$ cat src/rtl/cobs_decode_if.sv
// -----------------------------------------------------------------------------
// cobs_decode_if
//
// 8-bit AXI-Stream bundle used on both sides of the COBS decoder.
//
// Signals:
//   tdata  [7:0]  byte being transferred
//   tvalid        source presents a byte
//   tready        sink accepts the byte
//   tlast         final byte of a frame (ignored by the decoder's input side)
//   tuser         frame error flag, meaningful only together with tlast
//
// Modports:
//   master  drives tdata/tvalid/tlast/tuser, samples tready
//   slave   samples tdata/tvalid/tlast, drives tready
// -----------------------------------------------------------------------------
interface cobs_decode_if;
    logic [7:0] tdata;
    logic       tvalid;
    logic       tready;
    logic       tlast;
    logic       tuser;

    modport master (
        output tdata,
        output tvalid,
        output tlast,
        output tuser,
        input  tready
    );

    modport slave (
        input  tdata,
        input  tvalid,
        input  tlast,
        output tready
    );
endinterface

$ cat src/rtl/cobs_decode.sv
// -----------------------------------------------------------------------------
// cobs_decode
//
// Streaming COBS decoder. Consumes a COBS-encoded byte stream in which 0x00
// delimits frames and produces the raw payload with tlast on the final byte
// of every frame. A frame that ends in the middle of a block is flagged with
// tuser on its last byte and a one-cycle decode_error pulse.
//
// Ports:
//   clk           clock, all logic on the rising edge
//   rst_n         asynchronous active-low reset
//   s_axis        encoded input stream (slave); tlast is ignored
//   m_axis        decoded output stream (master); tuser = frame error
//   decode_error  one-cycle pulse after a truncated frame's delimiter
// -----------------------------------------------------------------------------
module cobs_decode (
    input  logic         clk,
    input  logic         rst_n,
    cobs_decode_if.slave  s_axis,
    cobs_decode_if.master m_axis,
    output logic         decode_error
);

    typedef enum logic {
        WAIT_CODE = 1'b0,
        DATA      = 1'b1
    } state_t;

    // Registered state
    state_t      r_state;
    logic [7:0]  r_count;
    logic        r_code_ff;
    logic        r_first_block;
    logic        r_hold_valid;
    logic [7:0]  r_hold_data;
    logic [7:0]  r_tdata;
    logic        r_tvalid;
    logic        r_tlast;
    logic        r_tuser;
    logic        r_decode_error;

    // Next-state values
    state_t      w_state_nxt;
    logic [7:0]  w_count_nxt;
    logic        w_code_ff_nxt;
    logic        w_first_block_nxt;
    logic        w_hold_valid_nxt;
    logic [7:0]  w_hold_data_nxt;
    logic [7:0]  w_tdata_nxt;
    logic        w_tvalid_nxt;
    logic        w_tlast_nxt;
    logic        w_tuser_nxt;
    logic        w_decode_error_nxt;

    // Per-byte decode results
    logic        w_ready;
    logic        w_accept;
    logic        w_is_zero;
    logic        w_produce;
    logic [7:0]  w_prod_byte;
    logic        w_frame_end;
    logic        w_frame_err;

    // Each input byte yields at most one output byte, so the input can be
    // accepted whenever the output register is empty or being drained.
    assign w_ready   = rst_n & (~r_tvalid | m_axis.tready);
    assign w_accept  = s_axis.tvalid & w_ready;
    assign w_is_zero = (s_axis.tdata == 8'h00);

    // -------------------------------------------------------------------------
    // Next-state / datapath
    // -------------------------------------------------------------------------
    always_comb begin
        w_state_nxt        = r_state;
        w_count_nxt        = r_count;
        w_code_ff_nxt      = r_code_ff;
        w_first_block_nxt  = r_first_block;
        w_hold_valid_nxt   = r_hold_valid;
        w_hold_data_nxt    = r_hold_data;
        w_tdata_nxt        = r_tdata;
        w_tvalid_nxt       = r_tvalid & ~m_axis.tready;
        w_tlast_nxt        = r_tlast;
        w_tuser_nxt        = r_tuser;
        w_decode_error_nxt = 1'b0;
        w_produce          = 1'b0;
        w_prod_byte        = '0;
        w_frame_end        = 1'b0;
        w_frame_err        = 1'b0;

        if (w_accept) begin
            unique case (r_state)
                WAIT_CODE: begin
                    if (w_is_zero) begin
                        w_frame_end = 1'b1;
                    end else begin
                        // The zero that separated the previous block from
                        // this one, unless that block was a full 0xFF block.
                        if (!r_first_block && !r_code_ff) begin
                            w_produce   = 1'b1;
                            w_prod_byte = 8'h00;
                        end
                        w_count_nxt       = s_axis.tdata - 8'd1;
                        w_code_ff_nxt     = (s_axis.tdata == 8'hFF);
                        w_first_block_nxt = 1'b0;
                        w_state_nxt       = (s_axis.tdata != 8'h01) ? DATA : WAIT_CODE;
                    end
                end
                DATA: begin
                    if (w_is_zero) begin
                        w_frame_end        = 1'b1;
                        w_frame_err        = 1'b1;
                        w_decode_error_nxt = 1'b1;
                    end else begin
                        w_produce   = 1'b1;
                        w_prod_byte = s_axis.tdata;
                        w_count_nxt = r_count - 8'd1;
                        if (r_count == 8'd1) begin
                            w_state_nxt = WAIT_CODE;
                        end
                    end
                end
                default: begin
                    w_state_nxt = WAIT_CODE;
                end
            endcase

            // One byte of lookahead: a new byte pushes the held byte out as
            // a non-final byte, and the frame end flushes it as the last one.
            if (w_produce) begin
                if (r_hold_valid) begin
                    w_tdata_nxt  = r_hold_data;
                    w_tvalid_nxt = 1'b1;
                    w_tlast_nxt  = 1'b0;
                    w_tuser_nxt  = 1'b0;
                end
                w_hold_data_nxt  = w_prod_byte;
                w_hold_valid_nxt = 1'b1;
            end

            if (w_frame_end) begin
                if (r_hold_valid) begin
                    w_tdata_nxt  = r_hold_data;
                    w_tvalid_nxt = 1'b1;
                    w_tlast_nxt  = 1'b1;
                    w_tuser_nxt  = w_frame_err;
                end
                w_hold_valid_nxt  = 1'b0;
                w_first_block_nxt = 1'b1;
                w_code_ff_nxt     = 1'b0;
                w_count_nxt       = '0;
                w_state_nxt       = WAIT_CODE;
            end
        end
    end

    // -------------------------------------------------------------------------
    // State register
    // -------------------------------------------------------------------------
    always_ff @(posedge clk or negedge rst_n) begin
        if (!rst_n) begin
            r_state        <= WAIT_CODE;
            r_count        <= '0;
            r_code_ff      <= 1'b0;
            r_first_block  <= 1'b1;
            r_hold_valid   <= 1'b0;
            r_hold_data    <= '0;
            r_tdata        <= '0;
            r_tvalid       <= 1'b0;
            r_tlast        <= 1'b0;
            r_tuser        <= 1'b0;
            r_decode_error <= 1'b0;
        end else begin
            r_state        <= w_state_nxt;
            r_count        <= w_count_nxt;
            r_code_ff      <= w_code_ff_nxt;
            r_first_block  <= w_first_block_nxt;
            r_hold_valid   <= w_hold_valid_nxt;
            r_hold_data    <= w_hold_data_nxt;
            r_tdata        <= w_tdata_nxt;
            r_tvalid       <= w_tvalid_nxt;
            r_tlast        <= w_tlast_nxt;
            r_tuser        <= w_tuser_nxt;
            r_decode_error <= w_decode_error_nxt;
        end
    end

    assign s_axis.tready = w_ready;
    assign m_axis.tdata  = r_tdata;
    assign m_axis.tvalid = r_tvalid;
    assign m_axis.tlast  = r_tlast;
    assign m_axis.tuser  = r_tuser;
    assign decode_error  = r_decode_error;

endmodule

$ cat src/flat_wrapper.sv
// flat-port wrapper written by rule: the top's interface ports become plain ports
module cobs_decode_flat 
  (clk, rst_n, decode_error, s_axis_tdata, s_axis_tvalid, s_axis_tlast, s_axis_tready, m_axis_tdata, m_axis_tvalid, m_axis_tlast, m_axis_tuser, m_axis_tready);
  cobs_decode_if s_axis_i ();
  cobs_decode_if m_axis_i ();
  input  logic clk;
  input  logic rst_n;
  output logic decode_error;
  input wire logic [$bits(s_axis_i.tdata)-1:0] s_axis_tdata;
  input wire logic [$bits(s_axis_i.tvalid)-1:0] s_axis_tvalid;
  input wire logic [$bits(s_axis_i.tlast)-1:0] s_axis_tlast;
  output wire logic [$bits(s_axis_i.tready)-1:0] s_axis_tready;
  output wire logic [$bits(m_axis_i.tdata)-1:0] m_axis_tdata;
  output wire logic [$bits(m_axis_i.tvalid)-1:0] m_axis_tvalid;
  output wire logic [$bits(m_axis_i.tlast)-1:0] m_axis_tlast;
  output wire logic [$bits(m_axis_i.tuser)-1:0] m_axis_tuser;
  input wire logic [$bits(m_axis_i.tready)-1:0] m_axis_tready;
  assign s_axis_i.tdata = s_axis_tdata;
  assign s_axis_i.tvalid = s_axis_tvalid;
  assign s_axis_i.tlast = s_axis_tlast;
  assign s_axis_tready = s_axis_i.tready;
  assign m_axis_tdata = m_axis_i.tdata;
  assign m_axis_tvalid = m_axis_i.tvalid;
  assign m_axis_tlast = m_axis_i.tlast;
  assign m_axis_tuser = m_axis_i.tuser;
  assign m_axis_i.tready = m_axis_tready;
  cobs_decode u_core (.clk(clk), .rst_n(rst_n), .s_axis(s_axis_i), .m_axis(m_axis_i), .decode_error(decode_error));
endmodule
$ cat config.mk
export PLATFORM = sky130hd
export DESIGN_NAME = cobs_decode_flat
export DESIGN_NICKNAME = d
export VERILOG_FILES = /design/src/rtl/cobs_decode_if.sv /design/src/rtl/cobs_decode.sv /design/src/flat_wrapper.sv
export SDC_FILE = /design/constraint.sdc
export NUM_CORES = 1
export LEC_CHECK = 0
export BUFFER_PORTS_ARGS = -buffer_cell sky130_fd_sc_hd__buf_4
export CORE_MARGIN = 4
export CORE_UTILIZATION = 60
export DETAILED_ROUTE_END_ITERATION = 8
export PLACE_DENSITY = 0.84
export SETUP_SLACK_MARGIN = 0.02
export SLEW_MARGIN = 20
export SYNTH_ARGS = -nofsm -noshare
export SYNTH_HDL_FRONTEND = slang
export SYNTH_SLANG_ARGS = --single-unit
$ cat constraint.sdc
create_clock -name clk -period 2.6 [get_ports clk]
set_clock_uncertainty 0.2 [all_clocks]
set_input_delay 0.26 -clock clk [delete_from_list [all_inputs] [get_ports clk]]
set_output_delay 0.26 -clock clk [all_outputs]
set_load 0.02 [all_outputs]
==> results.py, run 1 <==
metrics = {
    "status": {
        "status": "finished, final reports clean",
    },
    "logic_synthesis": {
        "synthCells": 160,
        "async_reset_ff_share_pct": 100,
        "yosysTopAreaCellShare_pct": 45.4,
        "synth_seq_cells": 32,
        "synth.distinct_cells": 49,
        "synthFlopType": "dfrtp_1",
        "yosysTopAreaCell": "dfrtp_1",
        "avgSynthCellArea_um2": 10.7,
        "synth_edf_count": 0,
        "synthesis.area_um2": 1710,
        "ys_warn_count": 0,
        "synth-seq-area-share_pct": 46.9,
        "syn_nets": 178,
        "synthTopCellsByArea": "dfrtp_1 45%, mux2_1 5.9%, a32o_1 4.1%",
    },
    "layout": {
        "fin_nets": 207,
        "drive_gt1_share_pct": 23.2,
        "final_area_um2": 2040,
        "antennaDiodeCount": 0,
        "syn_to_final_growth_pct": 19.1,
        "stdcell_count": 221,
    },
    "critical_path": {
        "r2r_cells": 5,
        "r2r_slack_ns": 0.65,
        "critPathLaunchType": "primary input",
        "timing.setup.critical_path_class": "primary input to flop",
        "regToRegEndpoint": "u_core.r_hold_data[2]",
        "timing.rr.start": "u_core.m_axis.tvalid",
        "critPathArrivalTime_ns": 2.48,
        "cp-startpoint": "s_axis_tdata[1]",
        "crit_fanout": 10,
        "crit_path_end_kind": "flop",
        "worstPathRequired_ns": 2.62,
    },
    "sta": {
        "setup_viol": 0,
        "slew_headroom_pct": 70.3,
        "setup_tns_ns": 0,
        "clock.fmax_mhz": 407,
        "finalMaxSlewViolations": 0,
        "fin_crit_sh_pct": 94.6,
        "setup_ws_ns": 0.141,
        "finalCriticalPeriod_ns": 2.46,
        "whs_ns": 0.00751,
        "worst_slew_pin_slew_ns": 0.442,
        "finalHoldViolCount": 0,
        "rsz0062_at_grt": "false",
    },
    "clock_tree": {
        "cts_tree": "done",
        "cts_htree_levels": 2,
        "post_cts_buffers": 0,
        "clock_latency_ns": 0.34,
        "cts.sinks": 32,
        "clk_pin_slew_worst_paths_ns": 0.10,
        "cts-resized-gates": 0,
        "clock_path_buffers": 2,
        "root_buffer": "clkbuf_4",
        "cts_hold_buffers": 2,
        "cts_buffers": 5,
    },
    "route": {
        "routed_wl_um": 4070,
        "route.met3.wl_um": 316,
        "drt_iter0_markers": 113,
        "detail-route-antenna-nets": 0,
        "wl_met2_um": 2050,
        "dr.pass1.iters": 5,
        "highest_layer": "met4",
        "wire_per_inst_um": 18.4,
        "dr_total_vias": 1459,
        "viasPerCell": 6.60,
        "drt-met1-wl_um": 1580,
        "drc_errors": 0,
    },
    "place": {
        "place_inst": 211,
        "portBuffers": 24,
        "place_ws_ns": 0.401,
        "placed_area_um2": 1920,
        "hpwl_um": 2810,
        "place_congestion": 0.964,
    },
    "die": {
        "fp.dieArea_um2": 3770,
        "pin_count": 26,
        "die_w_um": 61.4,
        "die_h_um": 61.4,
        "rows": 19,
        "coreArea_um2": 2730,
        "initial_utilization_pct": 62.5,
    },
    "hold_path": {
        "holdPathEnd": "u_core.r_hold_data[0]",
        "hold_path_depth": 2,
        "hp-class": "primary input to flop",
        "hold_path_startpoint": "s_axis_tdata[0]",
    },
    "grt": {
        "grt_start_max_net_pins": 22,
        "grt_overflow": 0,
        "grt_first_pass_wirelength_um": 6770,
        "antenna_found_initial": 0,
        "grt_pass1_vias": 1399,
        "grt.total_usage_pct": 25.2,
    },
    "power": {
        "p_per_area_nw_per_um2": 737,
        "p_leak_uw": 0.000924,
        "ir_drop_mv": 0.680,
    },
    "job": {
        "maxCapViolations": 0,
    },
}
-- stage by stage --
step | power (uW) | util (%)
2_1_floorplan | 908 | -
3_3_place_gp | 1040 | 70.3
3_5_place_dp | 1070 | 70.3
4_1_cts | 1500 | 74.5
5_1_grt | 1580 | 74.5
6_report | 1500 | 74.5
-- where the power goes --
part           internal [uW]  total [uW]  switching [uW]
clock                    255         431             176
sequential               600         673            73.0
combinational            186         395             209
total                   1040        1500             459
-- cells in the final DEF (no fill, tap or decap), types with 4 or more instances in the layout --
cell and count:
nand4_1 4, nand2_1 6, nand3_1 6, dfrtp_1 31, a32o_1 7, a22o_1 4
mux2_1 9, o21ai_1 4, buf_4 30, nor2_1 9, a21oi_1 4, inv_1 6
clkbuf_4 5, nor3_1 7, ha_1 5
-- final cells by class --
type                       instances  area, um^2
clock buffer                       7        65.1
clock inverter                     1        30.0
fill                             184         698
inverter                           6        22.5
multi-input combinational        112         832
sequential                        32         802
tap                               31        38.8
timing repair buffer              32         245
-- worst max-delay path by stage --
stage           end  slack, ns  cells after the start
2_1_floorplan  flop       0.56                      8
3_3_place_gp   flop       0.43                      7
3_5_place_dp   flop       0.40                      7
4_1_cts        flop       0.17                      8
5_1_grt        flop       0.04                      8
6_report       flop       0.14                      8
-- cells by family (layout without fill, tap and decap cells) --
| kind of cell | count (synthesis) | in the layout | share of synthesized area [%] |
|---|---|---|---|
| adders and majority gates | 5 | 5 | 3.66 |
| xor gates and xnor gates | 3 | 3 | 1.54 |
| and+or+nand+nor | 54 | 54 | 18.6 |
| muxes | 12 | 12 | 7.69 |
| DFF | 32 | 32 | 46.9 |
| buffers and inverters | 16 | 46 | 4.39 |
| AOI/OAI and AO/OA | 38 | 38 | 17.2 |
-- metal layers --
layer | up-vias | GRT usage [%]
met4 | 0 | 8.79
met1 | 699 | 30.7
met5 | - | 0
met2 | 83 | 42.7
met3 | 18 | 7.34
li1 | 659 | -
-- worst max-delay path, stage by stage --
cell and delay [ns]:
dlygate4sd3_1 0.54, buf_4 0.15, inv_1 0.11, ha_1 0.23
nor3b_2 0.20, and2_1 0.18, o211a_1 0.43, mux2_1 0.38
-- cells in the mapped netlist (2+ instances only) --
library cell,count
a21oi_1,4
a22o_1,4
a31oi_1,2
a32o_1,7
a32oi_1,2
and2_1,2
and3_1,3
buf_2,3
clkbuf_1,5
dfrtp_1,31
ha_1,5
inv_1,6
mux2_1,9
mux2i_1,3
nand2_1,6
nand2b_1,2
nand3_1,6
nand4_1,4
nor2_1,9
nor2b_1,3
nor3_1,7
nor4_1,2
o21ai_0,3
o21ai_1,4
or3_1,2
or4_1,2
xnor2_1,2
Note: power is estimated with default switching activity, not from simulation.
==> inputs of run 2 (changes only) <==
- BUFFER_PORTS_ARGS: -buffer_cell sky130_fd_sc_hd__buf_4 -> not set
- CELL_PAD_IN_SITES_DETAIL_PLACEMENT: not set -> 0
- CELL_PAD_IN_SITES_GLOBAL_PLACEMENT: not set -> 1
- CORE_UTILIZATION: 60 -> 52
- DONT_BUFFER_PORTS: not set -> 1
- PLACE_DENSITY: 0.84 -> not set
- PLACE_DENSITY_LB_ADDON: not set -> 0.1
==> run 2 against run 1 <==
Effect of this change: combinational power fell by 38%; maximum frequency rose by 17%; critical path depth fell by 3; first-iteration DRC count fell by 56%; critical path type is now flop to flop; largest cell class unchanged.
==> results.py, run 2 (synthesized netlist as in run 1, its figures left out) <==
metrics = {
    "route": {
        "dr.pass1.iters": 5,
        "drt_iter0_markers": 50,
        "viasPerCell": 6.07,
        "drc_errors": 0,
        "detail-route-antenna-nets": 0,
        "wire_per_inst_um": 18.8,
        "routed_wl_um": 4080,
        "dr_total_vias": 1317,
    },
    "critical_path": {
        "worstSetupEndpoint": "u_core.r_hold_data[0]",
        "r2r_cells": 5,
        "timing.setup.critical_path_class": "flop to flop",
        "critPathArrivalTime_ns": 2.14,
        "cp-startpoint": "u_core.m_axis.tvalid",
        "timing.rr.start": "u_core.m_axis.tvalid",
        "crit_path_end_kind": "flop",
        "crit_fanout": 20,
        "regToRegEndpoint": "u_core.r_hold_data[0]",
        "critPathLaunchType": "flop",
        "r2r_slack_ns": 0.49,
        "worstPathRequired_ns": 2.63,
    },
    "power": {
        "ir_drop_mv": 0.349,
        "total_power_uw": 1400,
        "p_leak_uw": 0.000838,
        "p_per_area_nw_per_um2": 718,
    },
    "clock_tree": {
        "cts_htree_levels": 2,
        "cts.sinks": 32,
        "clk_pin_slew_worst_paths_ns": 0.10,
        "root_buffer": "clkbuf_4",
        "clock_latency_ns": 0.33,
        "clock_path_buffers": 2,
        "cts_buffers": 5,
        "cts_tree": "done",
        "cts-resized-gates": 0,
    },
    "sta": {
        "clock.fmax_mhz": 474,
        "rsz0062_at_grt": "false",
        "worst_slew_pin_slew_ns": 0.478,
        "finalCriticalPeriod_ns": 2.11,
        "slew_headroom_pct": 67.9,
        "setup_viol": 0,
        "finalMaxSlewViolations": 0,
        "finalHoldViolCount": 0,
        "setup_tns_ns": 0,
        "fin_crit_sh_pct": 81.2,
    },
    "die": {
        "coreArea_um2": 3100,
        "rows": 20,
        "die_h_um": 65.3,
        "pin_count": 26,
        "die_w_um": 65.3,
        "initial_utilization_pct": 55.1,
        "fp.dieArea_um2": 4270,
    },
    "layout": {
        "drive_gt1_share_pct": 11.6,
        "final_common_cell": "dfrtp_1",
        "antennaDiodeCount": 0,
        "final_util_pct": 63.0,
        "final_cell_mix": "31 x dfrtp_1, 9 x nor2_1, 9 x mux2_1, 9 x dlygate4sd3_1",
        "nFillCells": 274,
        "fin_nets": 190,
        "seqCellArea_um2": 802,
        "syn_to_final_growth_pct": 14.3,
        "multiInputGateArea_um2": 832,
    },
    "grt": {
        "grt_util_met1_pct": 28.4,
        "grt_pass1_vias": 1345,
        "antenna_found_initial": 0,
        "busiest_layer": "met2",
        "grt_overflow": 0,
        "grt_start_max_net_pins": 33,
        "grt_use_met3_pct": 5.64,
        "grt.total_usage_pct": 21.6,
        "grt_first_pass_wirelength_um": 6800,
        "met2_usage_pct": 33.2,
    },
    "place": {
        "hpwl_um": 2670,
        "place_congestion": 0.859,
        "portBuffers": 0,
    },
    "status": {
        "status": "finished, final reports clean",
    },
    "job": {
        "maxCapViolations": 0,
    },
    "hold_path": {
        "hp-class": "primary input to flop",
    },
}
[run 2: where the power goes]
group | switching [uW] | internal (uW)
registers | 132 | 600
logic | 117 | 129
clock network | 171 | 255
total | 419 | 984
[run 2: critical path, stage by stage (launching register included)]
cell	delay (ns)
dfrtp_1	0.48
nor2b_1	0.22
nor2_1	0.19
buf_4	0.28
nand3_1	0.30
a22o_1	0.33
[run 2: routing by layer]
layer	share of wire (%)	vias up	wire, um
met4	2.1	0	87
met2	48	34	1950
li1	-	630	-
met5	0	-	0
met3	5.0	8	206
met1	45	645	1840
[run 2: cell type report]
| cell class | instances | share of cell area, % |
|---|---|---|
| multi-input cells | 112 | 42.6 |
| flip-flops and latches | 32 | 41.0 |
| repair buffers | 15 | 7.55 |
| clock buffers | 7 | 3.33 |
| well taps | 44 | 2.82 |
| clock inverters | 1 | 1.54 |
| inverters | 6 | 1.15 |
[run 2: worst min-delay path by stage]
stage                     from                   end  slack (ns)  depth (start not counted)
6_report       s_axis_tdata[3]     u_core.r_count[7]        0.01                          3
5_1_grt                  rst_n  u_core.r_first_block        0.03                          3
4_1_cts        s_axis_tdata[3]     u_core.r_count[7]      0.0008                          3
3_5_place_dp             rst_n             async pin       -0.23                          0
3_3_place_gp             rst_n             async pin       -0.23                          0
2_1_floorplan            rst_n             async pin       -0.24                          0
[run 2: metrics by stage]
stage	hold slack, ns	instances	setup WS [ns]	cell area [um^2]
4_1_cts	0.000847	217	0.467	1950
2_1_floorplan	-0.236	160	0.557	1710
6_report	0.0107	217	0.490	1950
3_3_place_gp	-0.235	199	0.493	1750
5_1_grt	0.0275	217	0.370	1950
3_5_place_dp	-0.235	199	0.438	1750
[run 2: what timing repair did]
item                      in CTS  in global routing
setup buffers                  0                  0
hold endpoints to repair      43                  0
hold buffers                  10                  0
==> inputs of run 3 (changes only) <==
- ABC_AREA: not set -> 1
- CORE_UTILIZATION: 52 -> 46
- clock period: 2.6 -> 2.1 ns (I/O delays scaled with it)
==> run 3 against run 2 <==
Effect of this change: largest power group unchanged; largest cell class unchanged; combinational power increased by 140%; register-to-register slack got worse by 0.13 ns; design area is 7.8% higher; sequential cell count did not move; non-clock buffer count is 1 lower; first-iteration DRC count is 120% higher; via count up 21%; total power increased by 53%.
==> results.py, run 3 <==
metrics = {
    "sta": {
        "setup_viol": 0,
        "fin_crit_sh_pct": 90.9,
        "setup_tns_ns": 0,
        "clock.fmax_mhz": 524,
        "slew_headroom_pct": 68.3,
        "finalHoldViolCount": 0,
        "finalMaxSlewViolations": 0,
        "worst_slew_pin_slew_ns": 0.476,
        "rsz0062_at_grt": "false",
        "finalCriticalPeriod_ns": 1.91,
    },
    "critical_path": {
        "regToRegEndpoint": "u_core.r_hold_data[1]",
        "timing.setup.critical_path_class": "primary input to flop",
        "r2r_slack_ns": 0.36,
        "cpPeakStageDelay_ns": 0.58,
        "cp_common_cell": "nand2_1",
        "critical_path_buf_inv_count": 3,
        "r2r_cells": 7,
        "worstPathRequired_ns": 2.07,
        "critPathTopFamily": "buffers and inverters",
        "critPathArrivalTime_ns": 1.88,
        "crit_fanout": 34,
        "worstPathCellList": "dlygate4sd3_1 > buf_12 > nand3_2 > buf_4 > nor2_4 > o21ai_4 > nand2_1 > nand2_1",
        "slowest_stage": "dlygate4sd3_1",
        "critPathLaunchType": "primary input",
        "crit_path_end_kind": "flop",
        "timing.rr.start": "u_core.m_axis.tvalid",
    },
    "grt": {
        "grt_start_max_net_pins": 35,
        "grt.total_usage_pct": 18.4,
        "grt_first_pass_wirelength_um": 7410,
        "grt_overflow": 0,
        "antenna_found_initial": 0,
        "grt_pass1_vias": 1590,
    },
    "route": {
        "drc_errors": 0,
        "viasPerCell": 5.36,
        "detail-route-antenna-nets": 0,
        "wire_per_inst_um": 14.2,
        "drt_iter0_markers": 110,
        "dr_total_vias": 1597,
        "dr.pass1.iters": 4,
        "routed_wl_um": 4230,
    },
    "place": {
        "portBuffers": 0,
        "place_congestion": 0.835,
        "hpwl_um": 3110,
    },
    "logic_synthesis": {
        "synthesis.area_um2": 1840,
        "synth.distinct_cells": 29,
        "yosysTopAreaCell": "dfrtp_1",
        "syn_nets": 252,
        "synthFlopType": "dfrtp_1",
        "synth-seq-area-share_pct": 43.7,
        "synthTopCellsByArea": "dfrtp_1 42%, nand2_1 16%, nand3_1 8.2%",
        "synth_edf_count": 0,
        "yosysTopAreaCellShare_pct": 42.3,
        "synth_seq_cells": 32,
        "avgSynthCellArea_um2": 7.84,
        "yosys-top-cells-count": "76 x nand2_1, 31 x dfrtp_1, 30 x nand3_1",
        "ys_warn_count": 0,
        "yosysMostFrequentCell": "nand2_1",
        "synthCells": 234,
        "async_reset_ff_share_pct": 100,
    },
    "clock_tree": {
        "cts_buffers": 5,
        "clk_pin_slew_worst_paths_ns": 0.07,
        "cts_tree": "done",
        "clock_latency_ns": 0.28,
        "post_cts_buffers": 0,
        "clock_path_buffers": 2,
        "cts.sinks": 32,
        "root_buffer": "clkbuf_8",
        "cts_htree_levels": 2,
    },
    "status": {
        "status": "finished, final reports clean",
    },
    "die": {
        "initial_utilization_pct": 48.7,
        "coreArea_um2": 3770,
        "rows": 22,
        "die_h_um": 71.2,
        "pin_count": 26,
        "fp.dieArea_um2": 5070,
        "die_w_um": 71.2,
    },
    "layout": {
        "syn_to_final_growth_pct": 14.8,
        "drive_gt1_share_pct": 12.0,
        "nFillCells": 353,
        "final_common_cell": "nand2_1",
        "fin_nets": 267,
        "final_util_pct": 55.9,
        "final_cell_mix": "75 x nand2_1, 31 x dfrtp_1, 30 x nand3_1",
        "antennaDiodeCount": 0,
    },
    "hold_path": {
        "hp-class": "primary input to flop",
        "hold_path_startpoint": "s_axis_tdata[6]",
        "hold_path_depth": 4,
        "holdPathEnd": "u_core.r_count[6]",
    },
    "power": {
        "p_per_area_nw_per_um2": 1020,
        "p_leak_uw": 0.00106,
        "ir_drop_mv": 0.471,
    },
    "job": {
        "maxCapViolations": 0,
    },
}
run 3: cell count changes in the layout (fill, tap and decap cells not counted), moves of 7 or more:
cell / change
nand2_1: +69
nand3_1: +24
inv_1: +14
mux2_1: -9
nand4_1: +9
nor2_1: +8
o21ai_0: +8
a32o_1: -7
run 3: tightest hold or removal path, stage by stage:
cell and delay (ns):
nand2_1 0.03, nand3_1 0.09, nand3_1 0.07, nand2_1 0.05
run 3: worst max path at each step:
stage / cells after the start / startpoint / end / slack [ns]
after CTS: 7 / rst_n / flop / 0.14
final: 8 / rst_n / u_core.r_hold_data[1] / 0.19
after floorplan: 7 / u_core.m_axis.tvalid / flop / 0.52
after detailed placement: 6 / u_core.m_axis.tvalid / flop / 0.35
after global routing: 8 / rst_n / u_core.r_hold_data[1] / 0.06
after global placement: 6 / u_core.r_code_ff / flop / 0.39
run 3: where the power goes:
group | internal, uW | total [uW] | leakage (uW) | switching (uW)
sequential | 771 | 966 | 0.000399 | 195
combinational | 230 | 600 | 0.000611 | 370
clock | 351 | 585 | 0.0000541 | 234
total | 1350 | 2150 | 0.00106 | 799
run 3: cell families (layout without fill, tap and decap cells):
group / after synthesis / after routing / synth area share (%)
AND/OR/NAND/NOR: 153 / 153 / 40.4
flip-flops: 32 / 32 / 43.7
buffers and inverters: 28 / 44 / 7.09
AO/OA/AOI/OAI: 15 / 15 / 4.98
adder cells (fa/ha/maj): 5 / 5 / 3.41
XOR/XNOR: 1 / 1 / 0.477
run 3: what timing repair did:
action | in CTS | in global routing
hold endpoints to repair | 48 | 0
setup endpoints to repair | 0 | 8
resized for setup | 0 | 1
hold buffers | 12 | 0
run 3: metrics by stage:
stage | total power (uW) | worst slack [ns] | hold WS (ns) | instance area (um^2) | cells
2_1_floorplan | 1400 | 0.517 | -0.286 | 1840 | 234
3_3_place_gp | 1520 | 0.391 | -0.284 | 1860 | 278
3_5_place_dp | 1540 | 0.346 | -0.285 | 1860 | 278
4_1_cts | 2170 | 0.138 | 0.00431 | 2100 | 298
5_1_grt | 2330 | 0.0559 | 0.0266 | 2110 | 298
6_report | 2150 | 0.190 | 0.00657 | 2110 | 298
run 3: cell type report:
class                           instances  area [um^2]  area share, %
Multi-Input combinational cell        174          906           43.0
Sequential cell                        32          802           38.1
Timing Repair Buffer                   14          145           6.89
Inverter                               22         82.6           3.92
Clock buffer                            5         68.8           3.27
Tap cell                               48         60.1           2.85
Clock inverter                          3         42.5           2.02
run 3: metal layers:
layer  up-vias  part of all wire (%)  GRT usage [%]
met5         -                     0              0
met4         0                   1.6           5.01
met3         9                   5.4           5.11
met2        43                    45           28.6
met1       747                    48           25.2
li1        798                     -              -
